### src/rtl/jtframe_sdram_arb.sv
// Four-client SDRAM read arbiter with a one-word cache per slot.
// Misses are granted round-robin and served one request at a time.
module jtframe_sdram_arb #(
  parameter int AW = 22
) (
  input  logic          clk_rom,
  input  logic          rst_n,
  input  logic          downloading,
  input  logic          loop_rst,
  input  logic          slot0_cs,
  input  logic          slot1_cs,
  input  logic          slot2_cs,
  input  logic          slot3_cs,
  input  logic [AW-1:0] slot0_addr,
  input  logic [AW-1:0] slot1_addr,
  input  logic [AW-1:0] slot2_addr,
  input  logic [AW-1:0] slot3_addr,
  output logic [31:0]   slot0_dout,
  output logic [31:0]   slot1_dout,
  output logic [31:0]   slot2_dout,
  output logic [31:0]   slot3_dout,
  output logic          slot0_ok,
  output logic          slot1_ok,
  output logic          slot2_ok,
  output logic          slot3_ok,
  output logic          sdram_req,
  output logic [AW-1:0] sdram_addr,
  input  logic          sdram_ack,
  input  logic [31:0]   data_read,
  input  logic          data_rdy
);

  typedef enum logic [1:0] {
    ST_IDLE = 2'd0,
    ST_REQ  = 2'd1,
    ST_WAIT = 2'd2
  } state_t;

  state_t        r_state;
  state_t        w_next;
  logic [3:0]    r_valid;
  logic [AW-1:0] r_caddr [4];
  logic [31:0]   r_data  [4];
  logic [AW-1:0] r_addr;
  logic [1:0]    r_idx;
  logic [1:0]    r_last;
  logic          r_req;

  logic [3:0]    w_cs;
  logic [AW-1:0] w_addr [4];
  logic [3:0]    w_ok;
  logic [3:0]    w_miss;
  logic          w_abort;
  logic          w_found;
  logic [1:0]    w_gidx;
  logic [1:0]    w_rr_idx;
  logic          w_grant;
  logic          w_store;

  assign w_cs      = {slot3_cs, slot2_cs, slot1_cs, slot0_cs};
  assign w_addr[0] = slot0_addr;
  assign w_addr[1] = slot1_addr;
  assign w_addr[2] = slot2_addr;
  assign w_addr[3] = slot3_addr;

  genvar g;
  generate
    for (g = 0; g < 4; g++) begin : g_ok
      assign w_ok[g] = w_cs[g] & r_valid[g] & (r_caddr[g] == w_addr[g]);
    end
  endgenerate

  assign w_miss  = w_cs & ~w_ok;
  assign w_abort = loop_rst | downloading;
  assign w_grant = (r_state == ST_IDLE) & w_found & ~w_abort;
  assign w_store = (r_state == ST_WAIT) & data_rdy & ~w_abort;

  // Round-robin search: the first missing slot after the last granted one wins.
  always_comb begin
    w_found  = 1'b0;
    w_gidx   = r_last;
    w_rr_idx = r_last;
    for (int k = 1; k <= 4; k++) begin
      w_rr_idx = r_last + 2'(k);
      if (!w_found && w_miss[w_rr_idx]) begin
        w_found = 1'b1;
        w_gidx  = w_rr_idx;
      end else begin
        w_found = w_found;
      end
    end
  end

  // Next-state logic; an abort overrides every transition.
  always_comb begin
    w_next = r_state;
    case (r_state)
      ST_IDLE: if (w_found)   w_next = ST_REQ;  else w_next = ST_IDLE;
      ST_REQ:  if (sdram_ack) w_next = ST_WAIT; else w_next = ST_REQ;
      ST_WAIT: if (data_rdy)  w_next = ST_IDLE; else w_next = ST_WAIT;
      default: w_next = ST_IDLE;
    endcase
    if (w_abort) begin
      w_next = ST_IDLE;
    end else begin
      w_next = w_next;
    end
  end

  // State register.
  always_ff @(posedge clk_rom or negedge rst_n) begin
    if (!rst_n) r_state <= ST_IDLE;
    else        r_state <= w_next;
  end

  // Request, grant latch and per-slot cache update.
  always_ff @(posedge clk_rom or negedge rst_n) begin
    if (!rst_n) begin
      r_req   <= 1'b0;
      r_addr  <= '0;
      r_idx   <= 2'd0;
      r_last  <= 2'd3;
      r_valid <= 4'd0;
      for (int i = 0; i < 4; i++) begin
        r_caddr[i] <= '0;
        r_data[i]  <= 32'd0;
      end
    end else begin
      r_req <= (w_next == ST_REQ);
      if (w_grant) begin
        r_addr <= w_addr[w_gidx];
        r_idx  <= w_gidx;
        r_last <= w_gidx;
      end
      if (w_abort) begin
        r_valid <= 4'd0;
      end else if (w_store) begin
        r_valid[r_idx] <= 1'b1;
        r_caddr[r_idx] <= r_addr;
        r_data[r_idx]  <= data_read;
      end
    end
  end

  assign sdram_req  = r_req;
  assign sdram_addr = r_addr;
  assign slot0_dout = r_data[0];
  assign slot1_dout = r_data[1];
  assign slot2_dout = r_data[2];
  assign slot3_dout = r_data[3];
  assign slot0_ok   = w_ok[0];
  assign slot1_ok   = w_ok[1];
  assign slot2_ok   = w_ok[2];
  assign slot3_ok   = w_ok[3];

endmodule

### config.mk
export PLATFORM = sky130hd
export DESIGN_NAME = jtframe_sdram_arb
export DESIGN_NICKNAME = d
export VERILOG_FILES = /design/src/rtl/jtframe_sdram_arb.sv
export SDC_FILE = /design/constraint.sdc
export NUM_CORES = 1
export LEC_CHECK = 0
export BUFFER_PORTS_ARGS = -buffer_cell sky130_fd_sc_hd__buf_2
export CAP_MARGIN = 40
export CORE_MARGIN = 10
export CORE_UTILIZATION = 25
export CTS_CLUSTER_SIZE = 28
export DETAILED_ROUTE_END_ITERATION = 10
export SLEW_MARGIN = 20
export SYNTH_ARGS = -nofsm -noshare
export SYNTH_HDL_FRONTEND = slang
export SYNTH_SLANG_ARGS = --single-unit
export TNS_END_PERCENT = 1
### constraint.sdc
create_clock -name clk_rom -period 3.98 [get_ports clk_rom]
set_clock_uncertainty 0.1 [all_clocks]
set_input_delay 0.995 -clock clk_rom [delete_from_list [all_inputs] [get_ports clk_rom]]
set_output_delay 0.995 -clock clk_rom [all_outputs]
set_load 0.05 [all_outputs]
Yosys cells after proc, flatten, opt, wreduce, memory -nomap -nowiden
Cells that the tools add are included.

Bits in registers: 249. Bits of input ports: 130. Output and inout bits: 155. Word-level logic and storage cells: 97.

Add/subtract/negate cells: 3. Order comparisons: 9. Equal/unequal tests: 7. Muxes and demuxes: 34. Bitwise logic cells: 19. Reductions and logical operators: 11.

Operators by type and width (number): $bwmux 128 (1); $bwmux 88 (1); $eq 22x22->1 (4); $mux 22 (3); $demux 32 s2 (1); $bmux 22 s2 (1); $demux 22 s2 (1); $mux 32 (1); $lt 2x3->1 const B (5); $mux 2 (7); $and 1x1->1 (12); $mux 1 (10); $bmux 1 s2 (4); $mux 4 (2); $ge 3x3->1 const B (2); $not 2->3 (2); $pmux 2 s3 (1); $logic_and 1x1->1 (5); $add 2x2->2 const B (2); $and 4x4->4 (1); $eq 2x1->1 const B (2); $not 4->4 (1); $or 4x4->4 (1); $logic_not 1->1 (3); 10 further kinds (10).

Logic depth before layout (Yosys ltp)
Gate-level depths: netlist of run 1.

Depth after elaboration: 20. Mapped depth: 10. Depth with buffers taken out: 8.

Worst setup path before layout of run 1
OpenSTA, ideal clock, no wires.

Kind: input port to output port. Start point: in slot3_addr[9]. End point: out slot3_ok. Arrival time: 2706 ps. Data required time: 2885 ps. Path slack: 179 ps. Stages: 4. Buffers on the path: 0. Path through: xnor2_1 nand2_1 or3b_2 nor3_1.

Longest elaborated chain between the ends: 2.

Ends and longest elaborated chain: start: declaration (RTL line 17) `input logic [AW-1:0] slot3_addr,`; $eq 22x22->1 (RTL line 69) `assign w_ok[g] = w_cs[g] & r_valid[g] & (r_caddr[g] == w_addr[g]);`; $and 1x1->1 (RTL line 69); end: declaration (RTL line 25) `output logic slot3_ok,`.

Every way passes these cells.

Worst setup path in the final report of run 1
Same ends and word-level chain as after synthesis.

==> flow_summary.toml, run 1 <==
[cts]
postCtsSetupBuffers = 0
cts_resized = 0
h-tree-depth = 1
cts_tree = "built"
worst_skew_pair.late_latency_ns = 0.58
hold_buffers = 0
cts.sinks = 249
clockRootBuffer = "clkbuf_16"
cts_made_buffers = 31
clockBufferDepth = 3
clk_transition_reported_paths_ns = 0.06

[finish]
syn_to_final_growth_pct = 30.0
drive_above_1_share_pct = 55.2
fin_util_pct = 32.9
fill_cells = 4479
multi_input_area_um2 = 4740
regArea_um2 = 6230
finalNetCount = 1224

[power_and_ir_drop]
power_density_nw_per_um2 = 528
irDropWorstVdd_uv = 361
leakage_nw = 7.69

[setup_path]
crit_arrival_ns = 2.58
regToRegStartpoint = "r_caddr[55]"
critical_path_class = "input port to output pin"
crit_path_cell_trace = "buf_2 > xnor2_1 > nand2_1 > or3b_2 > nor3_1 > buf_2"
crit_fanout = 2
crit_path_frequent_cell = "buf_2"
crit_slowest_cell = "or3b_2"
crit_path_end_kind = "output pin"
cp-startpoint = "slot3_addr[9]"
cp-start-kind = "input port"
max_stage_delay_ns = 0.47
critical_path_required_ns = 2.88

[placed_design]
hpwl_um = 28900
gp_congestion = 0.875
port_buffers = 284

[die]
dieArea_um2 = 53400
io_pins = 285
core-area_um2 = 44100
fp.dieH_um = 231
die-width_um = 231
start_util_pct = 25.3
row_count = 77

[synth]
synth.distinct_cells = 43
synth_cells = 780
ys_seq_area_share_pct = 55.9
syn_avg_cell_area_um2 = 14.3
synth_edf_count = 0
syn-cell-area_um2 = 11100
synth_fp_nets = 910
ys_warn_count = 0
async_reset_ff_share_pct = 100
ys_ff_latch = 249
ys.flop_type = "dfrtp_1"

[detailed_routing]
dr.pass1.iters = 6
viasPerCell = 4.54
met3_length_um = 3640
wl_met2_um = 17800
num_vias = 7771
wl_met1_um = 15800
drc = 0
initialDrtViolationCount = 301
drt-wirelength-per-cell_um = 22.4
top_layer = "met5"
drt_wl_total_um = 38300
postRouteAntennaNets = 0

[hold_path]
holdCritPathClass = "input port to async pin"

[sta]
fin_crit_ns = 3.67
period_share_pct = 92.3
fmax_mhz = 272
setup_viol_count_final = 0
fin_tns_setup_ns = 0
rsz0062_at_grt = "false"
worstMarginPinSlew_ns = 0.797
relSlewSlack_pct = 46.3
holdWs_ns = 0.277
slew_violations = 0
hold_violations = 0

[global_routing]
grt_max_degree = 85
grt_pass1_wl_um = 56600
antenna_found_initial = 13
grtUsageTotal_pct = 14.0
grt_pass1_vias = 8580
grt_overflow = 0

[job]
drv_cap = 0

[status]
status = "completed"
==> logic make-up after synthesis <==
group           count (synthesis)  synth area share, %
buf+inv                        37                 1.95
mux                           263                 26.0
xor+xnor                       89                 6.99
flops                         249                 55.9
simple gates                  108                 5.10
compound gates                 34                 4.01
==> stage by stage <==
stage	setup WS, ns	cell area, um2	power [W]	cells
6_report	0.308	14500	0.00766	1711
3_5_place_dp	0.0348	13500	0.00496	1653
4_1_cts	0.278	14500	0.00777	1710
5_1_grt	0.221	14500	0.00799	1710
2_1_floorplan	0.179	11100	0.00431	780
3_3_place_gp	0.0789	13500	0.00492	1653
==> layer usage <==
layer | up-vias | track usage [%]
li1 | 3442 | -
met1 | 3928 | 16.8
met2 | 311 | 22.8
met3 | 78 | 5.39
met4 | 12 | 4.01
met5 | - | 0
==> path summary, 6_finish.rpt <==
check	end	slack, ns	cells past startpoint
hold / removal	slot1_dout[21]	0.28	1
hold reg to reg	r_valid[3]	0.38	2
setup reg to reg	sdram_addr[1]	0.70	9
min in group clk_rom	r_valid[3]	0.38	2
setup / recovery	slot3_ok	0.31	6
max in group asynchronous	slot3_dout[1]	2.50	2
==> placed cells by master (no fill, tap or decap), drive strengths merged, types with 2 or more instances in the layout <==
cell / Yosys / final
bufinv: 0 / 2
mux2: 216 / 216
nor2: 3 / 3
clkbuf: 23 / 39
nand4: 10 / 10
and3: 2 / 2
clkinv: 0 / 14
or4: 2 / 2
nor4: 18 / 18
nand4b: 2 / 2
buf: 10 / 314
xor2: 47 / 47
dfstp: 2 / 2
nor3: 7 / 7
o221ai: 22 / 22
nor3b: 2 / 2
o31ai: 3 / 3
nand3: 11 / 11
mux2i: 47 / 47
o2111a: 2 / 2
inv: 4 / 6
nand2: 45 / 45
dfrtp: 247 / 247
xnor2: 42 / 42
==> report_power, final <==
part           internal, W  switching (W)
Sequential         0.00276       0.000274
Clock              0.00163        0.00114
Combinational     0.000597        0.00126
Total              0.00499        0.00267
==> worst max-delay path, delay by kind of cell <==
| kind | cells | cell delay [ns] |
|---|---|---|
| xor gates and xnor gates | 1 | 0.14 |
| buffers and inverters | 2 | 0.46 |
| and+or+nand+nor | 3 | 0.98 |
==> registers in the layout (all words and copies together), names as in the netlist <==
name,count
r_last,2
r_idx,2
slot3_dout,32
r_caddr,88
sdram_addr,22
slot1_dout,32
slot2_dout,32
slot0_dout,32
r_state,2
sdram_req,1
r_valid,4
==> cell type report <==
class                      count  area share [%]
sequential                   249            43.0
multi-input combinational    494            32.7
timing repair buffer         314            12.2
clock buffer                  39            5.84
tap                          592            5.11
clock inverter                18            1.04
inverter                       4           0.104
antenna                        1          0.0173
==> Yosys cell counts (all sizes together) (7+ instances only) <==
library cell	n	area [um2]
mux2i	47	470
nand2	45	171
clkbuf	23	86.3
nand4	10	62.6
nand3	11	55.1
buf	10	116
dfrtp	247	6180
xor2	47	412
o221ai	22	318
nor4	18	119
xnor2	42	368
mux2	216	2430
nor3	7	35.0
No activity file was read; power rests on OpenSTA's default activity.
==> inputs of run 2 (changes only) <==
Settings changed: CORE_ASPECT_RATIO set to 0.5, CORE_MARGIN 10 to 3, CTS_BUF_LIST set to sky130_fd_sc_hd__clkbuf_8 sky130_fd_sc_hd__clkbuf_16.
==> run 2 against run 1 <==
  * Wire length down 13%
  * First-iteration DRC count up 33%
  * Total power about the same
  * Sequential share of layout area about the same
  * Die area decreased by 11%
  * Clock power hardly changed
  * Non-clock buffer count rose by 1
  * Clock-buffer cell count fell by 3
  * Hold slack better by 0.022 ns
  * Sequential cell count unchanged
  * Critical path type unchanged
  * Critical endpoint unchanged
  * Largest cell class unchanged
  * Highest routed layer unchanged
==> flow_summary.toml, run 2 (synthesis results as in run 1) <==
[cts]
hold_buffers = 0
cts_tree = "built"
worst_skew_pair.late_latency_ns = 0.55
clockBufferDepth = 3
clk_transition_reported_paths_ns = 0.06
cts.sinks = 249
clockRootBuffer = "clkbuf_16"
postCtsSetupBuffers = 0
cts_resized = 0
h-tree-depth = 1
cts_made_buffers = 28

[finish]
fin_cells = 1705
final_common_cell = "buf_2"
regMostFlops = "r_caddr"
syn_to_final_growth_pct = 30.2
drive_above_1_share_pct = 54.9
fin_util_pct = 33.1
finalNetCount = 1222
largest_reg_flops = 88
mostFrequentLayoutCells = "283 x buf_2, 247 x dfrtp_1, 216 x mux2_2"
fill_cells = 4381

[placed_design]
gp_congestion = 0.867
port_buffers = 284
placed_cells = 1650
hpwl_um = 24700

[global_routing]
grtUsageTotal_pct = 13.7
antenna_found_initial = 3
grt_overflow = 0
grt_max_degree = 79
grt_pass1_vias = 7893
grt_pass1_wl_um = 49900

[detailed_routing]
drt_wl_total_um = 33400
initialDrtViolationCount = 399
drc = 0
postRouteAntennaNets = 0
dr.pass1.iters = 5
viasPerCell = 4.40
drt-wirelength-per-cell_um = 19.6
num_vias = 7498

[power_and_ir_drop]
power_density_nw_per_um2 = 528
leakage_nw = 7.70
irDropWorstVdd_uv = 280
pwr-share-comb_pct = 24.2
swShare_pct = 33.5
p_seq_share_pct = 39.6
switchingPower_w = 0.00256
intPower_w = 0.00510
clkPwrFrac_pct = 36.1

[setup_path]
crit_path_frequent_cell = "buf_2"
crit_arrival_ns = 2.62
cp-start-kind = "input port"
rrSetupSlack_ns = 0.71
critical_path_class = "input port to output pin"
cp_num_buf_inv = 2
max_stage_delay_ns = 0.36
regToRegStartpoint = "r_caddr[55]"
crit_path_cell_trace = "buf_2 > xnor2_1 > nand2_1 > nor4_1 > nand3_1 > nor3_1 > buf_2"
crit_family = "simple AND/OR/NAND/NOR gates"
crit_slowest_cell = "xnor2_1"
rr_endpoint = "sdram_addr[11]"
critical_path_required_ns = 2.88
reg2regPathDepth = 11
crit_path_end_kind = "output pin"
crit_fanout = 2

[sta]
fin_crit_ns = 3.71
period_share_pct = 93.3
setup_viol_count_final = 0
fmax_mhz = 269
worstMarginPinSlew_ns = 0.644
rsz0062_at_grt = "false"
slew_violations = 0
hold_violations = 0
relSlewSlack_pct = 56.7

[hold_path]
holdCritPathClass = "input port to async pin"

[die]
start_util_pct = 25.5
die-width_um = 305
fp.dieH_um = 155
row_count = 54
io_pins = 285
core-area_um2 = 43800
dieArea_um2 = 47300

[status]
status = "completed"

[job]
drv_cap = 0
[run 2: layout make-up]
cell class                      count  area, um2  share of cell area (%)
Timing Repair Buffer              315       1780                    12.2
Sequential cell                   249       6230                    43.0
Inverter                            4       15.0                   0.103
Tap cell                          588        736                    5.07
Clock inverter                     16        183                    1.26
Multi-Input combinational cell    494       4740                    32.6
Clock buffer                       36        822                    5.67
Antenna cell                        3       7.51                  0.0517
[run 2: power by group through the flow]
stage / sequential, W / clock, W / combinational (W)
global route: 0.00308 / 0.00296 / 0.00196
floorplan: 0.00358 / 0 / 0.000734
CTS: 0.00304 / 0.00284 / 0.00188
detailed placement: 0.00308 / 0 / 0.00187
finish: 0.00304 / 0.00277 / 0.00185
global placement: 0.00308 / 0 / 0.00186
[run 2: metrics by stage]
stage / instance area, um2 / hold slack (ns) / setup TNS, ns / total power (W) / setup WS, ns
2_1_floorplan: 11100 / 0.347 / 0 / 0.00431 / 0.179
5_1_grt: 14500 / 0.324 / 0 / 0.00800 / 0.260
3_3_place_gp: 13500 / 0.360 / 0 / 0.00495 / 0.0264
3_5_place_dp: 13500 / 0.365 / -0.0179 / 0.00496 / -0.0179
6_report: 14500 / 0.299 / 0 / 0.00766 / 0.268
4_1_cts: 14500 / 0.306 / 0 / 0.00776 / 0.268
[run 2: routing by layer]
| layer | global-route usage (%) | vias up | share of wire, % |
|---|---|---|---|
| met4 | 4.47 | 2 | 2.9 |
| met2 | 26.2 | 133 | 56 |
| met5 | 0.607 | - | 0.11 |
| met3 | 2.30 | 60 | 4.0 |
| li1 | - | 3455 | - |
| met1 | 15.5 | 3848 | 37 |
[run 2: how the worst max path moves through the flow]
| stage | startpoint | to | depth (start not counted) |
|---|---|---|---|
| 4_1_cts | slot3_addr[7] | slot3_ok | 5 |
| 2_1_floorplan | slot3_addr[9] | slot3_ok | 4 |
| 3_3_place_gp | slot1_addr[11] | sdram_addr[9] | 12 |
| 6_report | slot3_addr[21] | slot3_ok | 7 |
| 5_1_grt | slot3_addr[21] | slot3_ok | 7 |
| 3_5_place_dp | slot1_addr[11] | sdram_addr[11] | 12 |
